$ cat config.mk
export PLATFORM = sky130hd
export DESIGN_NAME = mem_wb_skid_stage
export DESIGN_NICKNAME = d
export VERILOG_FILES = /design/src/rtl/core_pipe_pkg.sv /design/src/rtl/pipe_skid_buf.sv /design/src/rtl/mem_wb_skid_stage.sv
export SDC_FILE = /design/constraint.sdc
export NUM_CORES = 1
export LEC_CHECK = 0
export CAP_MARGIN = 20
export CORE_UTILIZATION = 53
export CTS_BUF_LIST = sky130_fd_sc_hd__clkbuf_4 sky130_fd_sc_hd__clkbuf_8 sky130_fd_sc_hd__clkbuf_16
export CTS_CLUSTER_DIAMETER = 80
export CTS_CLUSTER_SIZE = 16
export DETAILED_ROUTE_END_ITERATION = 10
export PLACE_DENSITY_LB_ADDON = 0.08
export SYNTH_ARGS = -nofsm -noshare
export SYNTH_HDL_FRONTEND = slang
export SYNTH_SLANG_ARGS = --single-unit
$ cat constraint.sdc
create_clock -name clock -period 4.78 [get_ports clock]
set_clock_uncertainty 0.1 [all_clocks]
set_input_delay 0.956 -clock clock [delete_from_list [all_inputs] [get_ports clock]]
set_output_delay 0.956 -clock clock [all_outputs]
set_load 0.1 [all_outputs]
$ cat src/rtl/core_pipe_pkg.sv
// Shared pipeline types for the core: default widths, WB payload layout and skid-buffer states.
package core_pipe_pkg;

  localparam int unsigned DATA_W_DEF = 32;
  localparam int unsigned RD_W_DEF   = 5;
  localparam int unsigned ZERO_REG   = 0;

  typedef struct packed {
    logic                  mem_to_reg;
    logic                  reg_write;
    logic [DATA_W_DEF-1:0] read_data;
    logic [DATA_W_DEF-1:0] alu_result;
    logic [RD_W_DEF-1:0]   rd;
  } wb_payload_t;

  // Encoded as {main_valid, skid_valid}; 2'b01 cannot occur.
  typedef enum logic [1:0] {
    StEmpty = 2'b00,
    StOne   = 2'b10,
    StFull  = 2'b11
  } skid_state_e;

endpackage

$ cat src/rtl/pipe_skid_buf.sv
// Generic 2-entry skid buffer: main entry drives the output, skid entry absorbs one beat so
// in_ready comes straight from a flop and never depends on out_ready.
module pipe_skid_buf
  import core_pipe_pkg::*;
#(
  parameter int unsigned WIDTH = 8
) (
  input  logic             clock,
  input  logic             reset,
  input  logic             flush,
  input  logic             in_valid,
  output logic             in_ready,
  input  logic [WIDTH-1:0] in_data,
  output logic             out_valid,
  input  logic             out_ready,
  output logic [WIDTH-1:0] out_data
);

  logic             main_valid_q, main_valid_d;
  logic             skid_valid_q, skid_valid_d;
  logic [WIDTH-1:0] main_q, main_d;
  logic [WIDTH-1:0] skid_q, skid_d;
  logic             accept, drain;
  skid_state_e      state;

  assign in_ready  = ~skid_valid_q;
  assign out_valid = main_valid_q;
  assign out_data  = main_q;

  assign accept = in_valid & in_ready;
  assign drain  = main_valid_q & out_ready;
  assign state  = skid_state_e'({main_valid_q, skid_valid_q});

  always_comb begin
    main_valid_d = main_valid_q;
    skid_valid_d = skid_valid_q;
    main_d       = main_q;
    skid_d       = skid_q;
    // Flush drops valids only; payload stays put and a simultaneous accept is discarded.
    if (flush) begin
      main_valid_d = 1'b0;
      skid_valid_d = 1'b0;
    end else begin
      case (state)
        StEmpty: begin
          if (accept) begin
            main_d       = in_data;
            main_valid_d = 1'b1;
          end
        end
        StOne: begin
          if (accept && drain) begin
            main_d = in_data;
          end else if (accept) begin
            skid_d       = in_data;
            skid_valid_d = 1'b1;
          end else if (drain) begin
            main_valid_d = 1'b0;
          end
        end
        StFull: begin
          if (drain) begin
            main_d       = skid_q;
            skid_valid_d = 1'b0;
          end
        end
        default: begin
          main_valid_d = 1'b0;
          skid_valid_d = 1'b0;
        end
      endcase
    end
  end

  always_ff @(posedge clock) begin
    if (reset) begin
      main_valid_q <= 1'b0;
      skid_valid_q <= 1'b0;
      main_q       <= '0;
      skid_q       <= '0;
    end else begin
      main_valid_q <= main_valid_d;
      skid_valid_q <= skid_valid_d;
      main_q       <= main_d;
      skid_q       <= skid_d;
    end
  end

endmodule

$ cat src/rtl/mem_wb_skid_stage.sv
// MEM/WB pipeline stage with valid/ready handshake, skid buffering, flush and x0 write guard.
// Optional stall_cycles counter enabled by defining MEM_WB_STALL_CNT_EN.
module mem_wb_skid_stage
  import core_pipe_pkg::*;
#(
  parameter int unsigned DATA_W         = DATA_W_DEF,
  parameter int unsigned RD_W           = RD_W_DEF,
  parameter int unsigned ZERO_REG_GUARD = 1
) (
  input  logic              clock,
  input  logic              reset,
  input  logic              flush,
  input  logic              in_valid,
  output logic              in_ready,
  input  logic              mem_to_reg_in,
  input  logic              reg_write_in,
  input  logic [DATA_W-1:0] read_data_in,
  input  logic [DATA_W-1:0] alu_result_in,
  input  logic [RD_W-1:0]   reg_rd_in,
  output logic              out_valid,
  input  logic              out_ready,
  output logic              mem_to_reg_out,
  output logic              reg_write_out,
  output logic [DATA_W-1:0] read_data_out,
  output logic [DATA_W-1:0] alu_result_out,
  output logic [RD_W-1:0]   reg_rd_out
`ifdef MEM_WB_STALL_CNT_EN
  ,
  output logic [31:0]       stall_cycles
`endif
);

  // Same field order as wb_payload_t, resized to this instance's widths.
  typedef struct packed {
    logic              mem_to_reg;
    logic              reg_write;
    logic [DATA_W-1:0] read_data;
    logic [DATA_W-1:0] alu_result;
    logic [RD_W-1:0]   rd;
  } payload_t;

  localparam int unsigned PayloadW = $bits(payload_t);

  payload_t in_pay, out_pay;
  logic     rd_is_zero;
  logic     guard_hit;

  assign in_pay.mem_to_reg = mem_to_reg_in;
  assign in_pay.reg_write  = reg_write_in;
  assign in_pay.read_data  = read_data_in;
  assign in_pay.alu_result = alu_result_in;
  assign in_pay.rd         = reg_rd_in;

  pipe_skid_buf #(
    .WIDTH (PayloadW)
  ) u_skid (
    .clock     (clock),
    .reset     (reset),
    .flush     (flush),
    .in_valid  (in_valid),
    .in_ready  (in_ready),
    .in_data   (in_pay),
    .out_valid (out_valid),
    .out_ready (out_ready),
    .out_data  (out_pay)
  );

  assign rd_is_zero = (out_pay.rd == RD_W'(ZERO_REG));
  assign guard_hit  = (ZERO_REG_GUARD != 0) && rd_is_zero;

  assign mem_to_reg_out = out_pay.mem_to_reg & out_valid;
  assign reg_write_out  = out_pay.reg_write & out_valid & ~guard_hit;
  assign read_data_out  = out_pay.read_data;
  assign alu_result_out = out_pay.alu_result;
  assign reg_rd_out     = out_pay.rd;

`ifdef MEM_WB_STALL_CNT_EN
  logic [31:0] stall_q;

  // Wraps naturally at 2^32-1; flush does not clear it.
  always_ff @(posedge clock) begin
    if (reset) begin
      stall_q <= '0;
    end else if (out_valid && !out_ready) begin
      stall_q <= stall_q + 32'd1;
    end
  end

  assign stall_cycles = stall_q;
`endif

endmodule

==> results of run 1 <==
-- routing by layer --
layer	part of all wire	vias to the layer above
met3	0.074	19
met4	0.011	0
met2	0.48	309
met1	0.43	3291
met5	0	-
li1	-	3094
-- area by class of cell --
class / instances / area (sq um)
clock buffers: 26 / 518.0
clock inverters: 6 / 55.05
fillers: 1132 / 4568
inverters: 2 / 10.01
multi-input cells: 511 / 3513
flip-flops and latches: 144 / 2885
well taps: 176 / 220.2
repair buffers: 164 / 1630
-- stage by stage --
stage,std cells,area (sq um)
after floorplan,837,7383
after global placement,995,8212
after detailed placement,996,8239
after CTS,1028,8812
after global routing,1029,8832
final,1029,8832
-- registers in the layout, indices dropped and copies added (netlist names) --
| register | cells |
|---|---|
| u_skid.skid_q | 71 |
| u_skid.out_valid | 1 |
| u_skid.out_data | 71 |
| u_skid.skid_valid_q | 1 |
-- worst max path at each step --
stage | slack [ps] | from | endpoint | cells past startpoint
after detailed placement | 1440 | out_ready | u_skid.skid_q[31] | 4
after floorplan | 1190 | u_skid.out_valid | reg_write_out | 4
after global routing | 1030 | u_skid.out_valid | out_valid | 2
final | 1090 | u_skid.out_valid | out_valid | 2
after CTS | 1090 | u_skid.out_valid | out_valid | 2
after global placement | 1510 | out_ready | u_skid.out_data[50] | 4
-- logic make-up after synthesis --
logic type             synth area share
AND/OR/NAND/NOR                  0.1442
AO/OA/AOI/OAI                    0.3264
buffers and inverters            0.1390
flip-flops                       0.3904
-- power by group through the flow --
stage | registers, mW | logic, mW | clock network [mW]
6_report | 1.28 | 0.695 | 1.27
5_1_grt | 1.29 | 0.724 | 1.35
4_1_cts | 1.28 | 0.694 | 1.28
3_5_place_dp | 1.31 | 0.693 | 0
3_3_place_gp | 1.30 | 0.683 | 0
2_1_floorplan | 1.29 | 0.566 | 0
-- worst max-delay path, cell delays in order, from the launching register on --
cell             delay [ps]
dfxtp_2                 560
buf_4                   450
clkdlybuf4s50_1        1210
-- placed cells by master (no fill, tap or decap), drive strengths merged --
| cell type | synthesis | routed |
|---|---|---|
| a21oi | 71 | 71 |
| nor3 | 1 | 1 |
| a41oi | 71 | 71 |
| a22oi | 1 | 1 |
| bufinv | 0 | 1 |
| a311oi | 71 | 71 |
| nand2 | 72 | 72 |
| or3 | 1 | 1 |
| o21ai | 71 | 71 |
| clkinv | 0 | 5 |
| nor4bb | 1 | 1 |
| dfxtp | 144 | 144 |
| or2 | 1 | 1 |
| clkbuf | 84 | 26 |
| nor4b | 1 | 1 |
| inv | 2 | 2 |
| nand2b | 3 | 3 |
| and4 | 1 | 1 |
| o311a | 1 | 1 |
| buf | 96 | 18 |
| clkdlybuf4s50 | 0 | 146 |
| and2 | 1 | 1 |
| nand3 | 142 | 142 |
| nand4bb | 1 | 1 |
==> results.tsv, run 1 <==
metric	value	unit
antenna viol nets, final	0	
final core utilization	0.6591	
Slew @ Worst Pin	1039	ps
Fmax	0.2707	GHz
Worst Setup Start Kind	flip-flop	
DR pass1 iterations	5	
Reg power frac	0.395	
post-CTS setup buffers	0	
Post-Synthesis Cells	837	
Inserted Clock Buffers	17	
switching portion of total power	0.3074	
Port Buf Inserts	148	
met2 Usage GRT	0.4404	
P per Cell Area	367.5	nW/um^2
n_diodes	0	
#FFs+latches synth	144	
class of the worst hold path	flip-flop to flip-flop	
Required @ worst endpoint	3720	ps
Synth Cell Area	7383	sq um
via count	6713	
Max Buffers Root-to-Sink	2	
Clock Sinks	144	
initial antenna violation count	0	
area of the core	13400	sq um
Setup crit end kind	output port	
row cnt	42	
min Tclk post-route	3694	ps
Die Area	14410	sq um
# nets final	916	
Power Total	3.246	mW
HPWL Detailed	11100	um
RSZ-0062 raised after global routing	no	
yosys warns	0	
count leader, synth	dfxtp_1	
final-report hold violation count	0	
internal power	2.248	mW
async set-reset flop share out of synthesis	0	
grt peak-use layer	met2	
vias in the first global route	6316	
Crit Path Category	flip-flop to output port	
hold slack	373.7	ps
status	completed	
area fraction of the dominant cell type after synthesis	0.3904	
reg2reg end	u_skid.out_data[37]	
gp weighted congestion	0.7993	
Hold Path Cell Cnt	2	
Seq/Total Area, Yosys	0.3904	
Final Cycle Share	0.7728	
Chip Width	120.0	um
Register-to-Register Path Depth	5	
DR WL/cell	19.41	um
Setup TNS	0	ps
clock root buffer	clkbuf_16	
Clock power frac	0.391	
TritonCTS clock tree	built	
post-synth top area cell	dfxtp_1	
top cells by area, synth	dfxtp_1 39%, a311oi_2 14%, nand3_1 9.6%, a41oi_1 8.4%, buf_4 7.1%	
Area Overhead vs Synth	19.62	%
Max VDD drop	216.2	uV
Post-CTS Hold Buffers	0	
R2R setup slack	1710	ps
CP arrival	2640	ps
gr usage total	0.2783	
number of distinct library cells after synthesis	27	
Commonest cells post-synth	144 x dfxtp_1, 142 x nand3_1, 84 x clkbuf_1	
cts repair resizes	0	
CP max FO	32	
M3 GR Usage	0.05798	
syn_area_per_cell	8.821	sq um
Vias/cell	6.524	
initial core utilization	0.5510	
Final Max Slew Viols	0	
dpl ws	1440	ps
Post-synth EDFFs	0	
share of cells above drive strength 1	0.1524	
Leakage	2.799	nW
worst setup margin	1086	ps
NetSw	0.9978	mW
DR iter-0 viols	690	
RR Startpoint	u_skid.skid_valid_q	
overflow left after global routing	0	
Worst slew margin	0.3052	
met1 Use GR	0.3736	
ys flop type	dfxtp_1	
first-pass GRT wire length	32140	um
WHS Endpoint	u_skid.skid_q[6]	
Final setup viols	0	
Worst Min Path Start	u_skid.skid_q[6]	
Residual DRC	0	
largest net degree at the start of global routing	83	
Total Wirelength	19970	um
Logic pwr share	0.214	
Max Cap Viol	0	
worst skew pair latency	410	ps
number of I/O pins	149	
Syn Nets	913	
clock edge transition at the registers on the reported setup and hold paths	60	ps
htree depth	4	
die height	120.0	um
Note: power is estimated with default switching activity, not from simulation.
==> run 2: changes to the inputs <==
--- a/config.mk
+++ b/config.mk
@@ -6,7 +6,7 @@
 export NUM_CORES = 1
 export LEC_CHECK = 0
 export CAP_MARGIN = 20
-export CORE_UTILIZATION = 53
+export CORE_UTILIZATION = 47
 export CTS_BUF_LIST = sky130_fd_sc_hd__clkbuf_4 sky130_fd_sc_hd__clkbuf_8 sky130_fd_sc_hd__clkbuf_16
 export CTS_CLUSTER_DIAMETER = 80
 export CTS_CLUSTER_SIZE = 16
==> constraint.sdc (replaced) <==
create_clock -name clock -period 3.11 [get_ports clock]
set_clock_uncertainty 0.1 [all_clocks]
set_input_delay 0.622 -clock clock [delete_from_list [all_inputs] [get_ports clock]]
set_output_delay 0.622 -clock clock [all_outputs]
set_load 0.1 [all_outputs]
==> results.tsv, run 2 (synthesis gave the netlist of run 1 again) <==
metric	value	unit
NetSw	1.516	mW
Leakage	2.948	nW
top cell family by delay on the critical path	flip-flops	
Final Cycle Share	0.8099	
Port Buf Inserts	148	
internal power	3.346	mW
RR Startpoint	u_skid.skid_valid_q	
share of cells above drive strength 1	0.2448	
Setup crit start	u_skid.out_valid	
Clock power frac	0.378	
P per Cell Area	555.6	nW/um^2
Worst path slowest cell	dfxtp_2	
final-report hold violation count	0	
Die Area	16210	sq um
number of I/O pins	149	
worst skew pair latency	410	ps
row cnt	45	
Worst slew margin	0.4830	
DR WL/cell	18.78	um
largest net degree at the start of global routing	74	
first-pass GRT wire length	32400	um
switching portion of total power	0.3118	
cts repair resizes	0	
area of the core	15260	sq um
Final Instance Area	8751	sq um
Residual DRC	0	
clock edge transition at the registers on the reported setup and hold paths	50	ps
Max Buffers Root-to-Sink	2	
gr usage total	0.2496	
sequence of cells on the critical path	buf_4 -> o311a_2 -> buf_4	
Logic pwr share	0.217	
antenna viol nets, final	0	
most used cell, CP	buf_4	
Total Wirelength	20080	um
status	completed	
Max VDD drop	407.6	uV
RSZ-0062 raised after global routing	no	
CP max FO	22	
HPWL Detailed	11850	um
DR pass1 iterations	5	
Critical path buffers and inverters	2	
via count	6597	
overflow left after global routing	0	
class of the worst hold path	flip-flop to flip-flop	
post-CTS setup buffers	0	
Vias/cell	6.171	
placement-stage cell area	8228	sq um
commonest cells after routing, fill and taps aside	142 x nand3_1, 142 x dfxtp_1, 94 x buf_4	
clock root buffer	clkbuf_16	
Chip Width	127.3	um
htree depth	4	
initial core utilization	0.4839	
Final Max Slew Viols	0	
Worst Setup Start Kind	flip-flop	
vias in the first global route	6406	
# nets final	926	
Required @ worst endpoint	2390	ps
Clock Sinks	144	
CP arrival	1800	ps
fillers	1382	
Final setup viols	0	
Worst Min Path Start	u_skid.skid_q[0]	
n_diodes	0	
gp weighted congestion	0.7973	
DR iter-0 viols	690	
Largest stage delay, worst path	650	ps
Inserted Clock Buffers	17	
die height	127.3	um
Reg power frac	0.405	
Area Overhead vs Synth	18.52	%
Max Cap Viol	0	
Post-CTS Hold Buffers	0	
Slew @ Worst Pin	775.4	ps
min Tclk post-route	2519	ps
Fmax	0.3970	GHz
Setup crit end kind	output port	
TritonCTS clock tree	built	
Setup TNS	0	ps
Crit Path Category	flip-flop to output port	
initial antenna violation count	0	
run 2: cell types whose count changed in the layout (fill, tap and decap cells not counted), sizes merged:
cell	previous run	this run
buf	18	101
clkdlybuf4s50	146	73
clkinv	5	1
bufinv	1	0
run 2: per-stage QoR:
stage	power, mW	hold WS, ps	cells	utilization	worst slack (ps)
detailed placement	3.064	367.3	1042	0.5392	515.9
floorplan	2.860	354.1	837	-	143.9
global placement	3.054	359.4	1042	0.5392	509.6
CTS	4.899	374.8	1069	0.5735	567.1
finish	4.862	375.0	1069	0.5735	591.2
global route	5.023	391.7	1069	0.5735	512.7
run 2: worst paths after layout:
path	endpoint	slack (ps)	cells after the start
setup / recovery	reg_write_out	590	3
hold / removal	u_skid.skid_q[0]	370	2
setup reg to reg	u_skid.out_data[12]	860	4
hold reg to reg	u_skid.skid_q[0]	370	2
run 2: final cells by class:
| class | instances | area, sq um | area share |
|---|---|---|---|
| Tap cell | 211 | 264.0 | 0.03017 |
| Inverter | 2 | 10.01 | 0.001144 |
| Timing Repair Buffer | 174 | 1553 | 0.1774 |
| Sequential cell | 144 | 2885 | 0.3297 |
| Clock inverter | 1 | 5.005 | 0.0005719 |
| Multi-Input combinational cell | 511 | 3516 | 0.4018 |
| Clock buffer | 26 | 518.0 | 0.05919 |
run 2: routing by layer:
layer | global-route usage | part of all wire | vias up
met5 | 0 | 0 | -
met4 | 0.09874 | 0.021 | 0
met3 | 0.04481 | 0.053 | 30
met2 | 0.4188 | 0.49 | 227
met1 | 0.3176 | 0.43 | 3231
li1 | - | - | 3109
run 2: power groups by stage:
stage	clock network [mW]	logic (mW)	registers [mW]
detailed placement	0	1.06	2.01
CTS	1.87	1.06	1.97
global placement	0	1.05	2.01
global route	1.94	1.10	1.98
finish	1.84	1.05	1.97
floorplan	0	0.870	1.99
run 2: worst reg2reg max path, stage by stage (launching register included):
cell and delay (ps):
dfxtp_2 820, or2_2 280, and4_4 460, buf_12 300, a311oi_2 150
==> patch, RTL diff (flow settings as in run 1) <==
`RD_W_DEF`: 5 -> 10.
--- a/src/rtl/core_pipe_pkg.sv
+++ b/src/rtl/core_pipe_pkg.sv
@@ -4,3 +4,3 @@
   localparam int unsigned DATA_W_DEF = 32;
-  localparam int unsigned RD_W_DEF   = 5;
+  localparam int unsigned RD_W_DEF   = 10;
   localparam int unsigned ZERO_REG   = 0;
Ports: changed (resized reg_rd_in and reg_rd_out); port bits go from 149 to 159. No check against the original RTL was run, so the function may have changed too.
==> patch against run 1 <==
  * First-iteration DRC count up 10%
  * Synthesized area up 3.8%
  * Die area up 3.7%
  * Setup slack worse by 0.053 ns
  * Critical path type unchanged
  * Sequential cell count up 10
  * Maximum frequency down 1.4%
  * Total power up 6.3%
  * Routed wire length up 6.4%
  * Clock power up 7%
  * Combinational power up 3.5%
  * Design area up 3.8%
  * Core utilization down 0.37 points
  * Sequential share of layout area up 0.99 points
==> patch: results (changes against run 1) <==
\begin{tabular}{lr}
\hline
Metric & Value \\
\hline
\multicolumn{2}{l}{\textbf{Setup path}} \\
Critical path arrival & 2.69 ns (+0.05 ns) \\
Register-to-register setup slack & 1.49 ns (-0.22 ns) \\
Reg-to-reg critical path endpoint & u\_skid.out\_data[21] \\
\multicolumn{2}{l}{\textbf{Route}} \\
Detailed router's first-iteration violation count & 761 (+10\%) \\
Routed vias & 7,121 (+6.1\%) \\
First-pass iteration count of the detailed router & 7 (+2) \\
Wire length reported by the detailed router & 21.25 mm (+6.4\%) \\
\multicolumn{2}{l}{\textbf{Global route}} \\
Global-route wire length before repair & 33.31 mm (+3.6\%) \\
Maximum number of pins on one net before global-route repair & 129 (+55\%) \\
Overall Global Routing Usage & 28.33\% (+0.50 points) \\
Vias in the first global route & 6,444 (+2.0\%) \\
\multicolumn{2}{l}{\textbf{Synth}} \\
Complex-gate fraction of the synthesized area & 30.74\% (-1.9 points) \\
List of most frequent post-synthesis cells & dfxtp\_1, nand3\_1, clkbuf\_1, nand2\_1 \\
Top post-synthesis cells by area & dfxtp\_1, nand3\_1, a41oi\_1 \\
\multicolumn{2}{l}{\textbf{Placement}} \\
Standard cell area after detailed placement & 8516 um\^{}2 (+3.4\%) \\
Port bufs & 158 (+6.8\%) \\
Final weighted congestion in routability-driven placement & 0.7750 (-3.0\%) \\
Placed wire-length estimate after detailed placement & 11.04 mm (-0.58\%) \\
\multicolumn{2}{l}{\textbf{Status}} \\
Status & finished clean \\
\multicolumn{2}{l}{\textbf{Final layout}} \\
Net count reported at finish & 975 (+6.4\%) \\
Layout cell share with drive strength beyond 1 & 10.58\% (-4.7 points) \\
\multicolumn{2}{l}{\textbf{Hold path}} \\
Worst-case hold path end point & u\_skid.skid\_q[27] \\
Hold Startpoint & u\_skid.skid\_q[27] \\
\multicolumn{2}{l}{\textbf{Pwr}} \\
Leakage power total & 2.916 nW (+4.2\%) \\
Worst ir drop on vdd & 0.2230 mV (+3.1\%) \\
\multicolumn{2}{l}{\textbf{Timing}} \\
Slew @ Worst Pin & 1.080 ns (+0.04056 ns) \\
\hline
\end{tabular}
patch: power by group through the flow:
stage	sequential, W	clock, W	combinational (W)
6_report	0.00137	0.00136	0.000719
5_1_grt	0.00138	0.00143	0.000751
4_1_cts	0.00137	0.00137	0.000714
3_5_place_dp	0.00140	0	0.000712
3_3_place_gp	0.00140	0	0.000705
2_1_floorplan	0.00138	0	0.000581
patch: layout make-up:
type / count / area (um^2)
clock buffer: 25 / 516.7
clock inverter: 7 / 87.58
fill: 1184 / 4821
inverter: 2 / 10.01
multi-input combinational: 549 / 3530
sequential: 154 / 3085
tap: 180 / 225.2
timing repair buffer: 170 / 1713
patch: logic make-up after synthesis:
logic type             count (synthesis)
AOI/OAI and AO/OA                    306
and+or+nand+nor                      243
buffers and inverters                195
DFF                                  154
patch: how the worst max path moves through the flow:
stage / cells past startpoint / slack [ns] / endpoint
6_report: 3 / 1.03 / reg_write_out
5_1_grt: 3 / 0.95 / reg_write_out
4_1_cts: 3 / 1.05 / reg_write_out
3_5_place_dp: 4 / 1.49 / u_skid.skid_q[47]
3_3_place_gp: 3 / 1.50 / reg_write_out
2_1_floorplan: 5 / 0.27 / reg_write_out
patch: metal layers:
layer | GRT usage [%] | vias to the layer above | share of wire [%]
met3 | 5.297 | 23 | 8.2
li1 | - | 3302 | -
met4 | 10.21 | 0 | 1.5
met5 | 0 | - | 0
met1 | 37.90 | 3459 | 42
met2 | 45.44 | 337 | 49
patch: worst max-delay path: stages, from the launching register on:
cell	delay, ns
dfxtp_2	0.82
nand2_1	0.11
a31oi_1	0.17
clkdlybuf4s50_1	1.15
patch: per-stage QoR:
step	std cells	hold slack [ns]	utilization (%)	setup WS [ns]
5_1_grt	1087	0.3886	65.54	0.9517
2_1_floorplan	898	0.3541	-	0.2664
3_3_place_gp	1053	0.3595	60.88	1.502
6_report	1087	0.3724	65.54	1.033
3_5_place_dp	1053	0.3663	60.88	1.491
4_1_cts	1085	0.3742	65.20	1.049
